### config.mk
export PLATFORM = sky130hd
export DESIGN_NAME = ex_muldiv
export DESIGN_NICKNAME = d
export VERILOG_FILES = /design/src/rtl/ex_muldiv.sv
export SDC_FILE = /design/constraint.sdc
export NUM_CORES = 1
export LEC_CHECK = 0
export CAP_MARGIN = 40
export CORE_AREA = 2 2 186 188
export DETAILED_ROUTE_END_ITERATION = 16
export DIE_AREA = 0 0 188 190
export PLACE_DENSITY = 0.67
export SLEW_MARGIN = 20
export SYNTH_ARGS = -nofsm -noshare
export SYNTH_HDL_FRONTEND = slang
export SYNTH_SLANG_ARGS = --single-unit
### constraint.sdc
create_clock -name clk -period 5.8 [get_ports clk]
set_clock_uncertainty 0.1 [all_clocks]
set_input_delay 0.87 -clock clk [delete_from_list [all_inputs] [get_ports clk]]
set_output_delay 0.87 -clock clk [all_outputs]
set_load 0.01 [all_outputs]
### src/rtl/ex_muldiv.sv
// Iterative 32-bit multiply/divide unit for the EXECUTE stage; owns HI/LO and
// stalls HI/LO-class instructions while a MULT/DIV is still in flight.
module ex_muldiv #(
  parameter int unsigned WIDTH   = 32,
  parameter logic [31:0] DIV0_LO = 32'hFFFF_FFFF
) (
  input  logic             clk,
  input  logic             rst_n,
  input  logic [3:0]       ex_ctl,
  input  logic [5:0]       funct,
  input  logic [WIDTH-1:0] op_a,
  input  logic [WIDTH-1:0] op_b,
  input  logic             flush,
  output logic             stall,
  output logic             busy,
  output logic [WIDTH-1:0] hilo_out,
  output logic [WIDTH-1:0] hi,
  output logic [WIDTH-1:0] lo
);

  localparam int unsigned CntW = $clog2(WIDTH);

  localparam logic [5:0] FnMfhi = 6'h10;
  localparam logic [5:0] FnMthi = 6'h11;
  localparam logic [5:0] FnMflo = 6'h12;
  localparam logic [5:0] FnMtlo = 6'h13;

  typedef enum logic [1:0] {StIdle, StRun, StFix} state_e;

  state_e               state_q, state_d;
  logic [2*WIDTH-1:0]   prod_q, prod_d;
  logic [WIDTH-1:0]     b_q, b_d;
  logic [WIDTH-1:0]     a_raw_q, a_raw_d;
  logic [WIDTH-1:0]     hi_q, hi_d;
  logic [WIDTH-1:0]     lo_q, lo_d;
  logic [CntW-1:0]      cnt_q, cnt_d;
  logic                 is_div_q, is_div_d;
  logic                 neg_res_q, neg_res_d;
  logic                 neg_rem_q, neg_rem_d;
  logic                 div0_q, div0_d;

  logic valid, hilo_op, is_muldiv, accept, start;
  logic a_neg, b_neg;
  logic [WIDTH-1:0] a_mag, b_mag;
  logic unused_ctl;

  assign unused_ctl = ^{ex_ctl[3], ex_ctl[0]};

  assign valid     = (ex_ctl[2:1] == 2'b10) && !flush;
  assign hilo_op   = funct inside {6'h10, 6'h11, 6'h12, 6'h13, 6'h18, 6'h19, 6'h1A, 6'h1B};
  assign is_muldiv = (funct[5:2] == 4'b0110);
  assign busy      = (state_q != StIdle);
  assign stall     = busy && valid && hilo_op;
  assign accept    = valid && hilo_op && !stall;
  assign start     = accept && is_muldiv;

  // funct[0]==0 selects the signed variants (MULT, DIV)
  assign a_neg = !funct[0] && op_a[WIDTH-1];
  assign b_neg = !funct[0] && op_b[WIDTH-1];
  assign a_mag = a_neg ? -op_a : op_a;
  assign b_mag = b_neg ? -op_b : op_b;

  // Shift-add multiply: multiplier sits in the low half and shifts out as the product grows.
  logic [WIDTH:0]     mul_sum;
  logic [2*WIDTH-1:0] mul_next;
  assign mul_sum  = {1'b0, prod_q[2*WIDTH-1:WIDTH]} + (prod_q[0] ? {1'b0, b_q} : '0);
  assign mul_next = {mul_sum, prod_q[WIDTH-1:1]};

  // Restoring divide: remainder in the high half, dividend/quotient in the low half.
  logic [WIDTH:0]     div_shift, div_rem;
  logic               div_ge;
  logic [2*WIDTH-1:0] div_next;
  assign div_shift = {prod_q[2*WIDTH-1:WIDTH], prod_q[WIDTH-1]};
  assign div_ge    = div_shift >= {1'b0, b_q};
  assign div_rem   = div_ge ? div_shift - {1'b0, b_q} : div_shift;
  assign div_next  = {div_rem[WIDTH-1:0], prod_q[WIDTH-2:0], div_ge};

  logic [2*WIDTH-1:0] prod_neg;
  logic [WIDTH-1:0]   res_hi, res_lo;
  assign prod_neg = -prod_q;

  always_comb begin
    res_hi = '0;
    res_lo = '0;
    if (!is_div_q) begin
      res_hi = neg_res_q ? prod_neg[2*WIDTH-1:WIDTH] : prod_q[2*WIDTH-1:WIDTH];
      res_lo = neg_res_q ? prod_neg[WIDTH-1:0] : prod_q[WIDTH-1:0];
    end else if (div0_q) begin
      res_hi = a_raw_q;
      res_lo = DIV0_LO[WIDTH-1:0];
    end else begin
      res_hi = neg_rem_q ? -prod_q[2*WIDTH-1:WIDTH] : prod_q[2*WIDTH-1:WIDTH];
      res_lo = neg_res_q ? -prod_q[WIDTH-1:0] : prod_q[WIDTH-1:0];
    end
  end

  always_comb begin
    state_d   = state_q;
    prod_d    = prod_q;
    b_d       = b_q;
    a_raw_d   = a_raw_q;
    hi_d      = hi_q;
    lo_d      = lo_q;
    cnt_d     = cnt_q;
    is_div_d  = is_div_q;
    neg_res_d = neg_res_q;
    neg_rem_d = neg_rem_q;
    div0_d    = div0_q;
    unique case (state_q)
      StIdle: begin
        if (start) begin
          state_d   = StRun;
          prod_d    = {{WIDTH{1'b0}}, a_mag};
          b_d       = b_mag;
          a_raw_d   = op_a;
          cnt_d     = CntW'(WIDTH - 1);
          is_div_d  = funct[1];
          neg_res_d = a_neg ^ b_neg;
          neg_rem_d = a_neg;
          div0_d    = (op_b == '0);
        end else if (accept && funct == FnMthi) begin
          hi_d = op_a;
        end else if (accept && funct == FnMtlo) begin
          lo_d = op_a;
        end
      end
      StRun: begin
        prod_d = is_div_q ? div_next : mul_next;
        if (cnt_q == '0) state_d = StFix;
        else             cnt_d   = cnt_q - 1'b1;
      end
      StFix: begin
        hi_d    = res_hi;
        lo_d    = res_lo;
        state_d = StIdle;
      end
      default: state_d = StIdle;
    endcase
  end

  always_ff @(posedge clk) begin
    if (!rst_n) begin
      state_q   <= StIdle;
      prod_q    <= '0;
      b_q       <= '0;
      a_raw_q   <= '0;
      hi_q      <= '0;
      lo_q      <= '0;
      cnt_q     <= '0;
      is_div_q  <= 1'b0;
      neg_res_q <= 1'b0;
      neg_rem_q <= 1'b0;
      div0_q    <= 1'b0;
    end else begin
      state_q   <= state_d;
      prod_q    <= prod_d;
      b_q       <= b_d;
      a_raw_q   <= a_raw_d;
      hi_q      <= hi_d;
      lo_q      <= lo_d;
      cnt_q     <= cnt_d;
      is_div_q  <= is_div_d;
      neg_res_q <= neg_res_d;
      neg_rem_q <= neg_rem_d;
      div0_q    <= div0_d;
    end
  end

  always_comb begin
    hilo_out = '0;
    if (valid && funct == FnMfhi)      hilo_out = hi_q;
    else if (valid && funct == FnMflo) hilo_out = lo_q;
  end

  assign hi = hi_q;
  assign lo = lo_q;

endmodule

### Word-level counts from Yosys, hierarchy flattened

Index checks and enable logic that the tools add are counted.

* register bits after elaboration: 203
* input bits: 77
* output and inout bits: 98
* word-level logic and storage cells: 98

* $add $sub $neg: 8
* order comparisons: 1
* equality and inequality tests: 19
* multiplexer cells: 30
* bitwise operators: 1
* reduce and logical (&&, ||, !) cells: 28

Operator list (count)
* 32-bit 2-to-1 mux: 19
* 64-bit 2-to-1 mux: 2
* 32-bit negation: 4
* 32-bit one-hot mux with 2 select lines: 2
* 64-bit one-hot mux with 2 select lines: 1
* 64-bit negation: 1
* 6-bit by 5-bit equality test with 1-bit output (second input constant): 8
* 32-bit by 32-bit adder with 33-bit output: 1
* 33-bit by 32-bit greater-or-equal comparator with 1-bit output: 1
* 32-bit logical NOT: 1
* 32-bit subtractor: 1
* 2-bit inequality test (second input constant): 7
* 1-bit logical AND: 12
* 5-bit 2-to-1 mux: 2
* 5-bit one-hot mux with 2 select lines: 1
* 8-bit nonzero test: 1
* 2-bit AND reduction: 3
* 3-bit AND reduction: 2
* 2-bit nonzero test: 3
* 5-bit logical NOT: 1
* 5-bit by 1-bit subtractor with 5-bit output (second input constant): 1
* 2-bit equality test (second input constant): 2
* 4-bit by 3-bit equality test with 1-bit output (second input constant): 1
* 2-bit 2-to-1 mux: 2
* 6 further kinds: 8

### Logic depth before layout (Yosys ltp)

* depth in word-level cells: 11
* mapped depth: 14
* mapped depth without buffers: 13

### Worst setup path before layout

OpenSTA, ideal clock, no wires.

* kind: register -> register
* from: reg prod_q[2]
* to: reg hi_q[31], in the netlist hi[31]
* setup time: 0.132 ns
* arrival time: 3.373 ns
* data required time: 5.568 ns
* slack: 2.194 ns
* cell stages (with the launch flop): 13
* path buffers: 3
* clock period less this slack: 3.606 ns
* path through: dfxtp_1 -> buf_6 -> or4_4 -> or4_4 -> buf_6 -> or4_1 -> or4_1 -> buf_2 -> or4_1 -> mux2i_1 -> a21oi_1 -> a21oi_1 -> a21oi_1

* word-level cells in the longest chain between the ends: 4

RTL lines
* start, declared: line 31 `logic [2*WIDTH-1:0] prod_q, prod_d;`
* start signal, assigned: line 156 `prod_q <= prod_d;`
* 64-bit negation: line 80 `assign prod_neg = -prod_q;`
* 32-bit 2-to-1 mux: line 86 `res_hi = neg_res_q ? prod_neg[2*WIDTH-1:WIDTH] : prod_q[2*WIDTH-1:WIDTH];`
* 32-bit 2-to-1 mux: line 85 `if (!is_div_q) begin`
* 32-bit one-hot mux with 2 select lines: line 109 `unique case (state_q)`
* end signal, assigned: line 159 `hi_q <= hi_d;`
* end, declared: line 34 `logic [WIDTH-1:0] hi_q, hi_d;`

Every way passes these cells.
A chain may end at the register's enable or synchronous reset.

### Worst setup path in the final report

* from: reg prod_q[0]
* to: reg prod_q[63]

* word-level cells in the longest chain between the ends: 4

RTL lines
* 32-bit 2-to-1 mux: line 66 `assign mul_sum = {1'b0, prod_q[2*WIDTH-1:WIDTH]} + (prod_q[0] ? {1'b0, b_q} : '0);`
* 32-bit by 32-bit adder with 33-bit output: line 66
* 64-bit 2-to-1 mux: line 128 `prod_d = is_div_q ? div_next : mul_next;`
* 64-bit one-hot mux with 2 select lines: line 109

Every way passes these cells.

==> results.json <==
{
  "global_route.usage.total": 0.3377,
  "cts_made_buffers": 26,
  "setup_repair_after_global_routing_missed_its_margin": "no",
  "yosysWarningCount": 0,
  "worstHoldPathCells": 2,
  "routed-via-count": 17462,
  "regToRegStartpoint": "prod_q[0]",
  "syn_area_mm2": 0.01657,
  "detail_routed_via_count_per_cell": 6.245,
  "buffer_ports.inserted": 172,
  "postCtsResizedCells": 0,
  "start_kind": "flip-flop",
  "leading_cell_types_in_the_layout_fill_and_taps_excluded": "sky130_fd_sc_hd__nand2_1, sky130_fd_sc_hd__a21oi_1, sky130_fd_sc_hd__nor2_1, sky130_fd_sc_hd__dfxtp_1, sky130_fd_sc_hd__clkdlybuf4s50_1",
  "tritoncts_num_sinks": 203,
  "crit_arrival_ns": 4.84,
  "h-tree-depth": 1,
  "drive_above_1_share": 0.04699,
  "ys_ff_latch": 203,
  "syn2layout_area_growth_pct": 16.25,
  "floorplan.die_area_mm2": 0.03572,
  "initialDrtViolationCount": 1490,
  "grt_overflow": 0,
  "power_leakage_nw": 7.058,
  "yosys.cell_types.count": 74,
  "fmax_mhz": 222.3,
  "die-height_um": 190,
  "floorplan.initialDensity": 0.4880,
  "timing_max_transition_violations_final": 0,
  "synth_async_sr_flop_share": 0,
  "placedInstanceArea_mm2": 0.01845,
  "drv_cap": 0,
  "min_from": "a_raw_q[4]",
  "criticalPathCategory": "reg -> reg",
  "yosys_most_used_dff": "sky130_fd_sc_hd__dfxtp_1",
  "detail_route.wirelength_um": 62050,
  "drcViolationCount": 0,
  "drt_first_pass_iters": 7,
  "reg2reg_setup_slack_ns": 1.30,
  "grt_max_degree": 64,
  "max-slew-margin-rel": 0.4375,
  "count_of_mapped_cells_out_of_synthesis": 2291,
  "reg2reg_depth": 12,
  "crit-reg2reg-capture": "prod_q[63]",
  "cp_max_fo": 21,
  "min_period_ns": 4.498,
  "final-setup-viol-count": 0,
  "max_slew.worst_pin.slew_ns": 0.8225,
  "wl_per_cell_um": 22.19,
  "holdBufCountCts": 0,
  "yosysSeqAreaShare": 0.2453,
  "detailed_place_hpwl_um": 46890,
  "clockRootBuffer": "sky130_fd_sc_hd__clkbuf_16",
  "core_region_area_mm2": 0.03395,
  "cts_tree": "yes",
  "syn_nets": 2440,
  "worst_setup_path_end_kind": "flip-flop",
  "run_status": "completed",
  "fin_crit_sh": 0.7755,
  "avg_cell_area_syn_um2": 7.231,
  "report.power.total_mw": 3.344,
  "min-delay-path-class": "reg -> reg",
  "antenna_fix_cells": 0,
  "grt_pass1_wl_um": 95700,
  "crit_start": "prod_q[0]",
  "timing.setup.tns_ns": 0,
  "post-route-cell-area_mm2": 0.01926,
  "maximum_count_of_clock_buffers_along_a_single_path": 3,
  "clkLatencyLatePin_ns": 0.55,
  "gp_congestion": 0.9309,
  "layout_commonest_cell": "sky130_fd_sc_hd__nand2_1",
  "antenna_found_initial": 0,
  "design.final.nets": 2472,
  "grt_pass1_vias": 16521,
  "io_pins": 175,
  "clk_transition_reported_paths_ns": 0.06,
  "cp.required_ns": 6.14,
  "finalHoldViolCount": 0,
  "antenna_left": 0,
  "hold_end": "a_raw_q[4]",
  "power.density_mw_per_mm2": 173.7,
  "postCtsSetupBuffers": 0,
  "chipWidth_um": 188,
  "ir_drop_v": 0.0002101,
  "synth_enable_flop_cells": 0,
  "placementRows": 68
}
## critical path, stage by stage, from the launching register on
cell	delay (ns)
sky130_fd_sc_hd__dfxtp_1	0.40
sky130_fd_sc_hd__inv_1	0.33
sky130_fd_sc_hd__buf_4	0.35
sky130_fd_sc_hd__nor2_1	0.10
sky130_fd_sc_hd__ha_1	0.25
sky130_fd_sc_hd__a21o_1	0.20
sky130_fd_sc_hd__a2111oi_0	0.73
sky130_fd_sc_hd__a211oi_1	0.36
sky130_fd_sc_hd__or3_1	0.48
sky130_fd_sc_hd__a211oi_1	0.37
sky130_fd_sc_hd__o21ai_0	0.20
sky130_fd_sc_hd__a211o_1	0.32
sky130_fd_sc_hd__a32o_1	0.21
## synth_stat cells, drive strengths merged, types with 29 or more instances
cell	instances	area, um^2
a211oi	83	623.1
dfxtp	203	4064
nand2	283	1062
nor2	230	863.3
mux2i	82	820.8
or3	29	182.7
inv	69	259.0
nand3	33	165.2
xor2	83	727.0
a21oi	233	1166
o221ai	39	341.6
nor3	40	200.2
ha	70	875.8
clkbuf	187	705.7
o211ai	33	247.7
o21ai	140	700.7
xnor2	107	937.2
## power breakdown
group | switching [mW] | internal [mW] | total, mW
Sequential | 0.00825 | 1.40 | 1.41
Combinational | 0.224 | 0.156 | 0.380
Clock | 0.668 | 0.888 | 1.56
Total | 0.900 | 2.44 | 3.34
## how the worst max path moves through the flow
| stage | to | slack [ns] | cells after the start |
|---|---|---|---|
| 2_1_floorplan | hi[31] | 2.19 | 12 |
| 3_3_place_gp | prod_q[28] | 1.37 | 9 |
| 3_5_place_dp | prod_q[28] | 1.39 | 9 |
| 4_1_cts | prod_q[63] | 1.37 | 12 |
| 5_1_grt | prod_q[63] | 1.04 | 12 |
| 6_report | prod_q[63] | 1.30 | 12 |
## logic make-up (layout without fill, tap and decap cells)
family,Yosys count,in the layout,synth area share
compound gates,722,722,0.2812
xor+xnor,190,190,0.1004
fa+ha+maj,72,72,0.05528
buf+inv,274,324,0.06389
flops,203,203,0.2453
mux,85,85,0.05158
simple gates,745,745,0.2023
## layer usage
layer / GRT usage / vias to the layer above / routed length [um]
met5: 0 / - / 0
met4: 0.2329 / 0 / 4679
met3: 0.04003 / 174 / 3759
met2: 0.5620 / 689 / 28700
met1: 0.4089 / 8285 / 24900
li1: - / 8314 / -
## cell type report
class,instances,area (um^2)
clock buffer,36,738.2
clock inverter,10,70.07
fill,3256,14690
inverter,69,261.5
multi-input combinational,1814,11480
sequential,203,4070
tap,455,569.3
timing repair buffer,209,2066
## state kept, by name, indices dropped and copies added (netlist names)
register   cells
lo            32
hi            32
neg_rem_q      1
div0_q         1
cnt_q          5
state_q        2
b_q           32
a_raw_q       32
prod_q        64
is_div_q       1
neg_res_q      1
## stage by stage
step	instances	hold slack (ns)	util	setup slack (ns)
floorplan	2291	0.3319	-	2.194
global placement	2741	0.3415	0.5398	1.373
detailed placement	2750	0.3473	0.5435	1.386
CTS	2796	0.3546	0.5673	1.368
global route	2796	0.3835	0.5673	1.041
finish	2796	0.3568	0.5673	1.302
Power figures use the tool's default switching activity.
